**config.mk**
```make
export PLATFORM = sky130hd
export DESIGN_NAME = defect_serializer_flat
export DESIGN_NICKNAME = d
export VERILOG_FILES = /design/src/rtl/defect_serializer_if.sv /design/src/rtl/defect_serializer.sv /design/src/flat_wrapper.sv
export SDC_FILE = /design/constraint.sdc
export NUM_CORES = 1
export LEC_CHECK = 0
export CAP_MARGIN = 20
export CORE_MARGIN = 4
export CORE_UTILIZATION = 46
export CTS_CLUSTER_DIAMETER = 50
export DETAILED_ROUTE_END_ITERATION = 8
export PLACE_DENSITY_LB_ADDON = 0.08
export SLEW_MARGIN = 5
export SYNTH_ARGS = -nofsm -noshare
export SYNTH_HDL_FRONTEND = slang
export SYNTH_SLANG_ARGS = --single-unit
```
**constraint.sdc**
```tcl
create_clock -name clk -period 2 [get_ports clk]
set_input_delay 0.2 -clock clk [delete_from_list [all_inputs] [get_ports clk]]
set_output_delay 0.2 -clock clk [all_outputs]
set_load 0.02 [all_outputs]
```
**src/rtl/defect_serializer_if.sv**
```systemverilog
// Write-port bundle between the defect serializer and the
// shift-register memory stage.
interface defect_serializer_if #(
    parameter int DATA_BW = 8
);
    logic               valid_dout;
    logic [DATA_BW-1:0] dout;
    logic               is_lastdout;
    logic               wrfull;
    logic               wrend;

    modport master (
        output valid_dout,
        output dout,
        output is_lastdout,
        input  wrfull,
        input  wrend
    );

    modport slave (
        input  valid_dout,
        input  dout,
        input  is_lastdout,
        output wrfull,
        output wrend
    );
endinterface

```
**src/rtl/defect_serializer.sv**
```systemverilog
// Turns a syndrome bitmap into ascending defect indices, one per cycle,
// on the memory write port, honouring wrfull and waiting for wrend.
module defect_serializer #(
    parameter int NUM_SYN = 16,
    parameter int DATA_BW = 8,
    parameter int CNT_BW  = $clog2(NUM_SYN) + 1
) (
    input  logic                clk,
    input  logic                rst,
    input  logic                syn_valid,
    input  logic [NUM_SYN-1:0]  syn_data,
    output logic                syn_ready,
    defect_serializer_if.master mem,
    output logic [CNT_BW-1:0]   defect_cnt,
    output logic                busy
);

    typedef enum logic [1:0] {
        S_IDLE,
        S_EMIT,
        S_NULL,
        S_WAIT_END
    } state_t;

    state_t             state;
    state_t             state_n;
    logic [NUM_SYN-1:0] mask;
    logic [NUM_SYN-1:0] mask_n;
    logic [CNT_BW-1:0]  cnt_n;
    logic [DATA_BW-1:0] low_idx;
    logic [NUM_SYN-1:0] mask_drop_low;
    logic               one_hot;
    logic               word_valid;
    logic [DATA_BW-1:0] word_data;
    logic               word_last;

    // Scanning down leaves the lowest set index as the final assignment.
    always_comb begin
        low_idx = '0;
        for (int i = NUM_SYN - 1; i >= 0; i--) begin
            if (mask[i]) begin
                low_idx = DATA_BW'(i);
            end
        end
    end

    assign mask_drop_low = mask & (mask - NUM_SYN'(1));
    assign one_hot       = (mask != '0) && (mask_drop_low == '0);

    always_comb begin
        state_n    = state;
        mask_n     = mask;
        cnt_n      = defect_cnt;
        word_valid = 1'b0;
        word_data  = '0;
        word_last  = 1'b0;
        syn_ready  = 1'b0;

        unique case (state)
            S_IDLE: begin
                syn_ready = 1'b1;
                if (syn_valid) begin
                    mask_n  = syn_data;
                    cnt_n   = '0;
                    state_n = (syn_data != '0) ? S_EMIT : S_NULL;
                end
            end
            S_EMIT: begin
                word_valid = ~mem.wrfull;
                if (word_valid) begin
                    word_data = low_idx;
                    word_last = one_hot;
                    mask_n    = mask_drop_low;
                    cnt_n     = defect_cnt + CNT_BW'(1);
                    if (one_hot) begin
                        state_n = S_WAIT_END;
                    end
                end
            end
            S_NULL: begin
                word_valid = ~mem.wrfull;
                if (word_valid) begin
                    word_data = '1;
                    word_last = 1'b1;
                    state_n   = S_WAIT_END;
                end
            end
            S_WAIT_END: begin
                if (mem.wrend) begin
                    state_n = S_IDLE;
                end
            end
            default: begin
                state_n = S_IDLE;
            end
        endcase
    end

    always_ff @(posedge clk or negedge rst) begin
        if (!rst) begin
            state      <= S_IDLE;
            mask       <= '0;
            defect_cnt <= '0;
        end else begin
            state      <= state_n;
            mask       <= mask_n;
            defect_cnt <= cnt_n;
        end
    end

    assign mem.valid_dout  = word_valid;
    assign mem.dout        = word_data;
    assign mem.is_lastdout = word_last;
    assign busy            = (state != S_IDLE);

endmodule

```
**src/flat_wrapper.sv**
```systemverilog
// flat-port wrapper written by rule: the top's interface ports become plain ports
module defect_serializer_flat 
#(
    parameter int NUM_SYN = 16,
    parameter int DATA_BW = 8,
    parameter int CNT_BW  = $clog2(NUM_SYN) + 1
)
  (clk, rst, syn_valid, syn_data, syn_ready, defect_cnt, busy, mem_valid_dout, mem_dout, mem_is_lastdout, mem_wrfull, mem_wrend);
  defect_serializer_if #(.DATA_BW(DATA_BW)) mem_i ();
  input  logic clk;
  input  logic rst;
  input  logic syn_valid;
  input  logic [NUM_SYN-1:0] syn_data;
  output logic syn_ready;
  output logic [CNT_BW-1:0] defect_cnt;
  output logic busy;
  output wire logic [$bits(mem_i.valid_dout)-1:0] mem_valid_dout;
  output wire logic [$bits(mem_i.dout)-1:0] mem_dout;
  output wire logic [$bits(mem_i.is_lastdout)-1:0] mem_is_lastdout;
  input wire logic [$bits(mem_i.wrfull)-1:0] mem_wrfull;
  input wire logic [$bits(mem_i.wrend)-1:0] mem_wrend;
  assign mem_valid_dout = mem_i.valid_dout;
  assign mem_dout = mem_i.dout;
  assign mem_is_lastdout = mem_i.is_lastdout;
  assign mem_i.wrfull = mem_wrfull;
  assign mem_i.wrend = mem_wrend;
  defect_serializer #(.NUM_SYN(NUM_SYN), .DATA_BW(DATA_BW), .CNT_BW(CNT_BW)) u_core (.clk(clk), .rst(rst), .syn_valid(syn_valid), .syn_data(syn_data), .syn_ready(syn_ready), .mem(mem_i), .defect_cnt(defect_cnt), .busy(busy));
endmodule
```
Yosys cells after proc, flatten, opt, wreduce, memory -nomap -nowiden

Index checks and enable logic that the tools add are counted.

Add/subtract/negate cells: 2
Equality and inequality tests: 8
Muxes and demuxes: 37
Bitwise logic cells: 2
Reductions and logical operators: 10

Operators with widths:

| operator                                           | count |
|---|---|
| 2-to-1 mux 8 bit                                   | 17 |
| 2-to-1 mux 16 bit                                  | 2 |
| case mux 16 bit (2 select lines)                   | 1 |
| nonzero test 16 bit                                | 2 |
| AND 16 bit                                         | 1 |
| zero test 16 bit                                   | 1 |
| case mux 8 bit (2 select lines)                    | 1 |
| subtractor 16 x 1 -> 16 bit, second input constant | 1 |
| 2-to-1 mux 2 bit                                   | 6 |
| 2-to-1 mux 5 bit                                   | 2 |
| case mux 5 bit (2 select lines)                    | 1 |
| != test 2 bit, second input constant               | 4 |
| case mux 2 bit (4 select lines)                    | 1 |
| adder 5 x 1 -> 5 bit, second input constant        | 1 |
| AND reduction 5 bit                                | 1 |
| == test 2 bit, second input constant               | 2 |
| 2-to-1 mux 1 bit                                   | 4 |
| 2-to-1 mux 4 bit                                   | 1 |
| nonzero test 2 bit                                 | 2 |
| AND reduction 3 bit                                | 1 |
| == test 2 x 1 -> 1 bit, second input constant      | 1 |
| zero test 2 bit                                    | 1 |
| != test 2 x 1 -> 1 bit, second input constant      | 1 |
| case mux 1 bit (2 select lines)                    | 1 |
| 3 further kinds                                    | 3 |

Register bits: 23
Bits of input ports: 21
Output and inout port bits: 17
Word-level logic and storage cells: 62

Logic depth before layout (Yosys ltp)

Word-level depth: 18
Gate-level depth with buffers: 10
Gate-level depth less buffers: 8

Worst setup path after synthesis

Ideal clock, no wire load.

Path type: reg-to-output
Start point: register u_core.mask[8]
End point: output port mem_is_lastdout
Data arrival time: 2.348 ns
Data required time: 1.800 ns
Setup slack: -0.548 ns
Stages on the path, launching flop included: 7
Buffers on the path: 1
Cells stage by stage: dfrtp_1 buf_4 nor4_1 nand3_2 a2111oi_0 o32ai_2 o31ai_1

Cells in the longest elaborated chain, start to end: 6
Elaborated cells on any way between the ends: 7
Classes of those cells: add/sub: 1; mux: 2; bitwise: 1; reduce/logical: 3

RTL lines:

| element                             | RTL line                 | RTL |
|---|---|---|
| start: declaration                  | defect_serializer.sv:27  | `logic [NUM_SYN-1:0] mask;` |
| start signal: assignment            | defect_serializer.sv:106 | `mask <= mask_n;` |
| subtractor 16 x 1 -> 16 bit         | defect_serializer.sv:47  | `assign mask_drop_low = mask & (mask - NUM_SYN'(1));` |
| AND 16 bit                          | defect_serializer.sv:47  |  |
| zero test 16 bit                    | defect_serializer.sv:48  | `assign one_hot = (mask != '0) && (mask_drop_low == '0);` |
| logical AND 1 bit (*)               | defect_serializer.sv:48  |  |
| 2-to-1 mux 1 bit (*)                | defect_serializer.sv:70  | `if (word_valid) begin` |
| case mux 1 bit (2 select lines) (*) | defect_serializer.sv:59  | `unique case (state)` |
| end: declaration                    | flat_wrapper.sv:19       | `output wire logic [$bits(mem_i.is_lastdout)-1:0] mem_is_lastdout;` |

Mark *: on every way between the ends. The rest lies on a longest branch, timed or not.

Final worst setup path

Start point: register u_core.mask[6]
End point: output port mem_is_lastdout

Same word-level chain as after synthesis.

==> flow_metrics.tcl <==
set metrics [dict create \
    finalCritPeriodShare_pct 132 \
    path_max_fanout 3 \
    dr_total_vias 2384 \
    synth_area_leaders "dfrtp_1 (31%), o21ai_0 (6.0%), nand2_1 (5.5%), a22o_1 (4.8%), a21oi_1 (4.4%)" \
    start_util_pct 48.8 \
    hpwl_mm 4.74 \
    cts_sinks 23 \
    wl_mm 7.79 \
    die_area_um2 5080 \
    p_leak_nw 1.43 \
    synthCells 231 \
    violations "negative setup slack" \
    status "finished, violations left" \
    syn_nets 257 \
    synth_top_cells_by_count "nand2_1 (27), dfrtp_1 (23), o21ai_0 (22)" \
    drtAntennaViolNets 0 \
    min_path_type "primary input to asynchronous set/reset pin" \
    antenna_found_initial 0 \
    fin_skew_ns 0.00391 \
    core_um2 3770 \
    synth_top_area_share_pct 31.3 \
    critPathTopFamily "simple AND/OR/NAND/NOR gates" \
    drive_above_1_share_pct 47.4 \
    grt_overflow 0 \
    yosysWarnings 0 \
    fin_ws_ns -0.641 \
    cts_tree "built" \
    path_common_cell "buf_6" \
    clock.fmax_mhz 379 \
    rows 22 \
    final.setup.tns_ns -2.44 \
    clk_latency_ns 0.28 \
    synth_area_um2 1840 \
    register_area_um2 577 \
    clockRootBuffer "clkbuf_8" \
    drt-initial-drc-count 212 \
    startpoint_type "flip-flop" \
    final_max_slew_viol_count 0 \
    dominantRegCellSynth "dfrtp_1" \
    grt.total_usage_pct 27.1 \
    cp_cell_sequence "or4_4, buf_6, o41ai_4, a2bb2oi_2, or2_4, o31ai_4, buf_6" \
    fillers 231 \
    power_density_nw_per_um2 1580 \
    numPortBuffers 37 \
    grt_pass1_vias 2312 \
    place_congestion 1.01 \
    grt_max_degree 24 \
    drt-vias-per-instance 6.02 \
    final_net_count 375 \
    syn_to_final_growth_pct 72.3 \
    cts-buffers-inserted 3 \
    drv_cap 0 \
    max_stage_delay_ns 0.55 \
    worstSetupEndpointType "primary output" \
    slowest_stage "or4_4" \
    ir_drop_uv 1270 \
    path_clk_slew_ns 0.10 \
    tightestPinTransition_ns 0.368 \
    synth_edf_count 0 \
    setup_violations 9 \
    ys_types 45 \
    antennaDiodeCount 0 \
    clock_path_buffers 2 \
    hold_violations 0 \
    multiInputGateArea_um2 1360 \
    grt_first_pass_wirelength_mm 11.0 \
    synth_top_cell_by_area "dfrtp_1" \
    die_h_um 71.3 \
    cp.required_ns 1.80 \
    postLayoutCoreUtil_pct 84.1 \
    die_x_um 71.3 \
    layout_min_cycle_time_ns 2.64 \
    postSynthAreaPerCell_um2 7.97 \
    ys_seq_area_share_pct 31.3 \
    synthArstFlopShare_pct 100 \
    htreeDepth 1 \
    drc 0 \
    slew_headroom_pct 75.2 \
    routedWlPerCell_um 19.7 \
    crit_arrival_ns 2.44 \
    worst-path-buf-inv 2 \
    rsz0062_at_grt "true" \
    crit_type "flip-flop to primary output" \
    cts_hold_buf 0 \
    first_pass_iters 5 \
    io_pins 38 \
    yosysMostFrequentCell "nand2_1" \
    ys_ff_latch 23 \
]
worst paths after layout:
path	startpoint	endpoint	slack (ns)	depth (start not counted)
setup / recovery	u_core.mask[6]$_DFFE_PN0P_	mem_is_lastdout	-0.64	7
hold / removal	rst	u_core.mask[12]$_DFFE_PN0P_	0.29	2
setup reg to reg	u_core.mask[6]$_DFFE_PN0P_	u_core.state[0]$_DFFE_PN0P_	-0.56	9
hold reg to reg	u_core.defect_cnt[1]$_DFFE_PN0P_	u_core.defect_cnt[1]$_DFFE_PN0P_	0.58	1
max in group asynchronous	rst	u_core.mask[15]$_DFFE_PN0P_	1.44	2
min in group clk	syn_data[6]	u_core.mask[6]$_DFFE_PN0P_	0.50	3
placed cells by master, fill, tap and decap left out, drive strengths merged, types with 4 or more instances in the layout:
cell           instances
buf                   99
clkdlybuf4s50         27
nand2                 27
o21ai                 25
dfrtp                 23
nor2                  22
inv                   17
a21oi                 16
a22o                  10
nor4                   9
nor3                   8
or3                    6
nand3                  5
ha                     5
or2                    4
o41ai                  4
or4                    4
o22ai                  4
per-layer routing:
layer  share of wire, %  track usage [%]
met2                 49             45.5
met4                5.0             10.9
met3                6.1             4.63
met1                 39             34.4
met5                  0                0
through the flow:
stage | instances | cell area, um^2 | hold slack (ns) | worst slack [ns] | total power (W)
2_1_floorplan | 231 | 1870 | -0.0956 | -0.284 | 0.00251
3_3_place_gp | 374 | 2740 | 0.518 | -0.689 | 0.00380
3_5_place_dp | 374 | 2740 | 0.529 | -0.746 | 0.00386
4_1_cts | 390 | 2950 | 0.289 | -0.575 | 0.00444
5_1_grt | 396 | 3170 | 0.295 | -0.708 | 0.00529
6_report | 396 | 3170 | 0.288 | -0.641 | 0.00500
worst register-to-register path, cell delays in order (launching register included):
cell	delay [ns]
dfrtp_1	0.41
or4_4	0.56
buf_4	0.17
nor4_4	0.31
nor3_2	0.10
o32ai_2	0.33
buf_4	0.17
buf_4	0.11
mux2i_1	0.19
nand2_1	0.09
registers in the layout, indices dropped and copies added (netlist names):
| signal | count |
|---|---|
| u_core.defect_cnt | 5 |
| u_core.state | 2 |
| u_core.mask | 16 |
where the power goes:
part / total (W) / switching [W] / internal, W
Combinational: 0.00381 / 0.00201 / 0.00180
Clock: 0.000320 / 0.000180 / 0.000140
Sequential: 0.000875 / 0.000205 / 0.000670
area by class of cell:
cell class	count	share of cell area, %
clock inverters	1	0.158
multi-input cells	176	42.8
inverters	17	2.17
repair buffers	128	33.5
flip-flops and latches	23	18.2
clock buffers	3	1.30
well taps	48	1.89
cells by family (layout without fill, tap and decap cells):
logic type                 count (synthesis)  count (layout)  share of synthesized area (%)
and+or+nand+nor                           92              92                           26.0
muxes                                      3               3                           1.63
adders and majority gates                  6               6                           3.94
DFF                                       23              23                           31.3
buffers and inverters                     32             149                           9.72
AOI/OAI and AO/OA                         75              75                           27.5
repair_timing:
item | CTS | global route
pin swaps | 13 | 21
buffers inserted | 12 | 6
gates cloned | 0 | 1
gates resized for setup | 68 | 45
endpoints found under the setup margin | 14 | 31
(Power assumes the default switching activity.)
